### src/rtl/z_core_icache_refill.sv
// Fetch-side refill controller for a direct-mapped instruction cache.
// Serves one core fetch at a time: cache lookup, and on a miss a single-word memory read plus a cache refill.
module z_core_icache_refill #(
  parameter int DATA_WIDTH    = 32,
  parameter int ADDR_WIDTH    = 32,
  parameter int COUNTER_WIDTH = 32
) (
  input  logic                     clk,
  input  logic                     rstn,
  input  logic                     req_valid,
  output logic                     req_ready,
  input  logic [ADDR_WIDTH-1:0]    req_addr,
  output logic                     rsp_valid,
  input  logic                     rsp_ready,
  output logic [DATA_WIDTH-1:0]    rsp_data,
  output logic                     rsp_error,
  output logic [ADDR_WIDTH-1:0]    cache_addr,
  output logic                     cache_wen,
  output logic [DATA_WIDTH-1:0]    cache_wdata,
  input  logic [DATA_WIDTH-1:0]    cache_rdata,
  input  logic                     cache_hit,
  output logic                     mem_arvalid,
  input  logic                     mem_arready,
  output logic [ADDR_WIDTH-1:0]    mem_araddr,
  input  logic                     mem_rvalid,
  output logic                     mem_rready,
  input  logic [DATA_WIDTH-1:0]    mem_rdata,
  input  logic [1:0]               mem_rresp,
  output logic [COUNTER_WIDTH-1:0] hit_cnt,
  output logic [COUNTER_WIDTH-1:0] miss_cnt
);

  typedef enum logic [2:0] {
    S_IDLE,
    S_LOOKUP,
    S_AR,
    S_R,
    S_RESP
  } state_t;

  state_t                   r_state;
  state_t                   w_next;
  logic [ADDR_WIDTH-1:0]    r_addr;
  logic [DATA_WIDTH-1:0]    r_rsp_data;
  logic                     r_rsp_error;
  logic [COUNTER_WIDTH-1:0] r_hit_cnt;
  logic [COUNTER_WIDTH-1:0] r_miss_cnt;

  logic w_accept;
  logic w_lookup_hit;
  logic w_lookup_miss;
  logic w_r_take;
  logic w_r_ok;

  always_ff @(posedge clk or negedge rstn) begin
    if (!rstn) begin
      r_state <= S_IDLE;
    end else begin
      r_state <= w_next;
    end
  end

  // req_ready is gated by rstn so that every output reads 0 while reset is held.
  always_comb begin
    w_next        = r_state;
    w_accept      = 1'b0;
    w_lookup_hit  = 1'b0;
    w_lookup_miss = 1'b0;
    w_r_take      = 1'b0;
    req_ready     = 1'b0;
    rsp_valid     = 1'b0;
    mem_arvalid   = 1'b0;
    mem_rready    = 1'b0;
    case (r_state)
      S_IDLE: begin
        req_ready = rstn;
        if (req_valid) begin
          w_accept = 1'b1;
          w_next   = S_LOOKUP;
        end
      end
      S_LOOKUP: begin
        if (cache_hit) begin
          w_lookup_hit = 1'b1;
          w_next       = S_RESP;
        end else begin
          w_lookup_miss = 1'b1;
          w_next        = S_AR;
        end
      end
      S_AR: begin
        mem_arvalid = 1'b1;
        if (mem_arready) begin
          w_next = S_R;
        end
      end
      S_R: begin
        mem_rready = 1'b1;
        if (mem_rvalid) begin
          w_r_take = 1'b1;
          w_next   = S_RESP;
        end
      end
      S_RESP: begin
        rsp_valid = 1'b1;
        if (rsp_ready) begin
          w_next = S_IDLE;
        end
      end
      default: begin
        w_next = S_IDLE;
      end
    endcase
  end

  assign w_r_ok      = w_r_take && (mem_rresp == 2'b00);
  assign cache_wen   = w_r_ok;
  assign cache_wdata = w_r_ok ? mem_rdata : '0;

  // Masking keeps the whole request address in use while forcing word alignment.
  always_ff @(posedge clk or negedge rstn) begin
    if (!rstn) begin
      r_addr      <= '0;
      r_rsp_data  <= '0;
      r_rsp_error <= 1'b0;
      r_hit_cnt   <= '0;
      r_miss_cnt  <= '0;
    end else begin
      if (w_accept) begin
        r_addr <= req_addr & ~ADDR_WIDTH'(3);
      end
      if (w_lookup_hit) begin
        r_rsp_data  <= cache_rdata;
        r_rsp_error <= 1'b0;
        r_hit_cnt   <= r_hit_cnt + COUNTER_WIDTH'(1);
      end
      if (w_lookup_miss) begin
        r_miss_cnt <= r_miss_cnt + COUNTER_WIDTH'(1);
      end
      if (w_r_take) begin
        r_rsp_data  <= w_r_ok ? mem_rdata : '0;
        r_rsp_error <= !w_r_ok;
      end
    end
  end

  assign rsp_data   = r_rsp_data;
  assign rsp_error  = r_rsp_error;
  assign cache_addr = r_addr;
  assign mem_araddr = r_addr;
  assign hit_cnt    = r_hit_cnt;
  assign miss_cnt   = r_miss_cnt;

endmodule
### config.mk
export PLATFORM = sky130hd
export DESIGN_NAME = z_core_icache_refill
export DESIGN_NICKNAME = d
export VERILOG_FILES = /design/src/rtl/z_core_icache_refill.sv
export SDC_FILE = /design/constraint.sdc
export NUM_CORES = 1
export LEC_CHECK = 0
export CAP_MARGIN = 10
export CORE_MARGIN = 3
export CORE_UTILIZATION = 41
export DETAILED_ROUTE_END_ITERATION = 12
export GPL_ROUTABILITY_DRIVEN = 0
export PLACE_DENSITY = 0.81
export SLEW_MARGIN = 30
export SYNTH_ARGS = -nofsm -noshare
export SYNTH_HDL_FRONTEND = slang
export SYNTH_SLANG_ARGS = --single-unit
### constraint.sdc
create_clock -name clk -period 2.45 [get_ports clk]
set_input_delay 0.49 -clock clk [delete_from_list [all_inputs] [get_ports clk]]
set_output_delay 0.49 -clock clk [all_outputs]
set_load 0.05 [all_outputs]
==> results.txt <==
- The run finished with clean final reports.
* Cell Area, Synth: ~0.0062 sq mm
* Number of global-route vias before repair: about 5600
* Final nets: about 920
- The wire-length estimate of the detail-placed layout is 13900 um.
* Actual slew at the worst max-slew pin: between 600 and 700 ps
* Count of placed standard cells including taps: 982
- In this run the power density over the cells is between 1000 and 1500 mW/mm^2.
- Gate Count Post-Synth: between 500 and 600
- Power comes to 0.0125 W.
- For the worst-skew pair, the clock arrives at the later sink with an insertion delay of 410 ps.
- In this run the standard cell core region covers around 0.015 sq mm.
- Final-report setup violation count: 0
- The placed instances occupy a cell area of 0.00964 sq mm.
* Critical-path cell list: nand4b_4, nor3_4, buf_12, and2_1, buf_12
* Dominant cell type by area after synthesis: sky130_fd_sc_hd__dfrtp_1
- Ranking of synthesized cells by area: sky130_fd_sc_hd__dfrtp_1 52%, sky130_fd_sc_hd__xnor2_1 5.9%, sky130_fd_sc_hd__mux2_2 5.6%
* Cell family contributing the most delay on the critical path: simple AND/OR/NAND/NOR gates
- The clock drives 130 sinks.
- Final sum of negative setup slack: 0 ps
- From synthesis to final layout, the design area changed by 65.3%.
- Timing would allow up to ~420 MHz.
* Critical path start-end classification: flip-flop to output port
* Most prevalent standard cell on the critical path: sky130_fd_sc_hd__buf_12
- Min-delay worst type: input pin to async pin
- Max-cap violations in this run came to 0.
* Fraction of layout cells with a size suffix above 1: 0.186
- Flip-flop cell with the highest count after synthesis: sky130_fd_sc_hd__dfrtp_1
* Non-filler instance count after layout: between 1000 and 1500
- The detailed router finished its first iteration with around 280 violations.
* Buf+Inv Stages, Crit Path: 2
- Post-synth EDFFs: 0
- Measured along the x axis, the die boundary spans about 130 um.
- Root buffer cell: sky130_fd_sc_hd__clkbuf_16
- The count of buffers added on input and output ports is a little under 300.
- Maximum number of pins on one net before global-route repair: 131
* Antenna violations before repair: 1
* Longest individual stage delay on the worst path: roughly 530 ps
* Maximum vdd ir drop: between 0.7 and 0.8 mV
* Type of element capturing the critical path: output port
- The number of hold buffers added after CTS was 0.
- Part of the cycle the worst path needs: 0.967
* Distinct cells, synth: 38
* Critical Path Fanout Max: 33
- Summed area of non-filler cells in the final layout: 0.0103 sq mm
- Remaining max-slew budget at the tightest pin: 0.545
- For this run, design rule violations remaining after detail routing come to 0.
- Residual antenna-violating net count after detailed routing: 0
- Post CTS Setup Buffer Count: 0
- Mapped Avg Cell Area: between 10 and 15 sq um
- Top-count cell post-synth: sky130_fd_sc_hd__dfrtp_1
- Setup repair after global routing could not meet its margin everywhere.
* H-tree Lvls: 4
- The routed design has around 19000 um of wire.
- Required time worst endpoint: around 2000 ps
- For this design, the slowest cell found on the critical path is sky130_fd_sc_hd__dfrtp_1.
- The final number of max-transition violations is 0.
- Summed over all cells, the static leakage comes to 4.40 nW.
* Crit path time final: 2370 ps
- IO Pins: 303
- Vias per cell: roughly 5.1
- Sequential cell area fraction in the yosys report: 0.525
* Overall fraction of global-route tracks in use: 0.227
- Final Hold Violating Endpoints: 0
- Total of flip-flops plus latches after synthesis: 130
- Synth warn: 0
- CTS buffer count: 17
* Proportion of netlist area held by the largest area contributor: 0.525
- The first TritonRoute pass finished after 4 iterations.
* Arrival time of data at the critical path endpoint: 1880 ps
- Drt wl/cell: approximately 18 um
- In the synthesized netlist the async set-or-reset flop fraction comes to 1.00.
* Global route total overflow: 0
* Overall die area: about 0.017 sq mm
- The die is ~130 um tall.
- Clock-pin slew was measured on the worst setup and hold paths at approximately 60 ps.
- TritonCTS built the clock tree.
- Clock Tree Buf Depth: 2
- The first global-routing pass estimated 29500 um of wire.
- The initial utilization of the core area, before any placement, comes to 0.423.
* Fillers: 1000
- STA classifies the critical path startpoint as a flip-flop.
* Worst clock skew: roughly 9 ps
- Site Rows: between 40 and 50
- Most instantiated cells after synthesis: 130 x sky130_fd_sc_hd__dfrtp_1, 42 x sky130_fd_sc_hd__and2_1, 42 x sky130_fd_sc_hd__xnor2_1, 41 x sky130_fd_sc_hd__buf_4
* Number of vias in the routed layout: a little over 5000
## state kept, by name, indices dropped and copies added (netlist names)
| name | cells |
|---|---|
| hit_cnt | 32 |
| miss_cnt | 32 |
| rsp_data | 32 |
| cache_addr | 30 |
| r_state | 3 |
| rsp_error | 1 |
## cells by family after synthesis
kind of cell             Yosys count  share of synthesized area
other                              1                   0.000605
flip-flops                       130                      0.525
XOR/XNOR                          62                     0.0876
multiplexers                      31                     0.0563
buffers and inverters             63                     0.0710
AND/OR/NAND/NOR                  163                      0.167
AO/OA/AOI/OAI                     69                     0.0888
adder cells (fa/ha/maj)            2                    0.00403
## final cells by class
class	instances	area [sq um]	share of cell area
Clock inverter	12	131	0.0128
Sequential cell	130	3260	0.318
Multi-Input combinational cell	331	2540	0.247
Clock buffer	20	457	0.0446
Inverter	5	18.8	0.00183
Timing Repair Buffer	332	3620	0.353
Antenna cell	1	2.50	0.000244
Tap cell	184	230	0.0225
## per-stage QoR
step / util / setup slack (ps) / hold slack, ps
floorplan: - / 174 / 194
global placement: 0.659 / 4.42 / 456
global route: 0.700 / -30.0 / 226
CTS: 0.699 / 9.60 / 211
finish: 0.700 / 79.7 / 164
detailed placement: 0.659 / -38.1 / 480
## final timing paths
| check | start | end | slack, ps | cells past startpoint |
|---|---|---|---|---|
| min reg2reg | hit_cnt[31] | hit_cnt[31] | 480 | 1 |
| min | rstn | cache_addr[15] | 160 | 2 |
| min in group clk | hit_cnt[31] | hit_cnt[31] | 480 | 1 |
| max | r_state[0] | cache_wdata[31] | 80 | 5 |
| max reg2reg | r_state[0] | rsp_data[25] | 330 | 6 |
| max in group asynchronous | rstn | r_state[1] | 1760 | 2 |
## placed cells by master (no fill, tap or decap), types with 3 or more instances in the layout
| cell | n |
|---|---|
| sky130_fd_sc_hd__clkdlybuf4s50_1 | 257 |
| sky130_fd_sc_hd__nor4_1 | 3 |
| sky130_fd_sc_hd__dfrtp_1 | 128 |
| sky130_fd_sc_hd__nand4_1 | 18 |
| sky130_fd_sc_hd__clkbuf_16 | 17 |
| sky130_fd_sc_hd__nor4_2 | 3 |
| sky130_fd_sc_hd__o22a_1 | 32 |
| sky130_fd_sc_hd__nor3_1 | 8 |
| sky130_fd_sc_hd__mux2_2 | 31 |
| sky130_fd_sc_hd__inv_1 | 4 |
| sky130_fd_sc_hd__xnor2_1 | 42 |
| sky130_fd_sc_hd__clkinv_4 | 4 |
| sky130_fd_sc_hd__and2_1 | 39 |
| sky130_fd_sc_hd__buf_12 | 38 |
| sky130_fd_sc_hd__nor2_1 | 13 |
| sky130_fd_sc_hd__buf_4 | 35 |
| sky130_fd_sc_hd__and3_1 | 11 |
| sky130_fd_sc_hd__nand3_1 | 21 |
| sky130_fd_sc_hd__conb_1 | 4 |
| sky130_fd_sc_hd__and4_1 | 12 |
| sky130_fd_sc_hd__clkinv_2 | 4 |
| sky130_fd_sc_hd__nand2_1 | 20 |
| sky130_fd_sc_hd__o21a_1 | 32 |
| sky130_fd_sc_hd__xor2_1 | 20 |
## metal layers
metal	wire (um)	global-route usage
met5	0	0
met4	461	0.0791
met3	1430	0.0735
met2	9950	0.414
met1	6770	0.245
## power by group
part / leakage (nW) / switching, W / internal, W
logic: 2.48 / 0.00424 / 0.00243
registers: 1.63 / 0.000516 / 0.00278
clock network: 0.290 / 0.000947 / 0.00155
## repair_timing
action / CTS / global route
endpoints found under the setup margin: 32 / 31
pin swaps: 0 / 0
gates resized for setup: 3 / 4
Power figures use the tool's default switching activity.
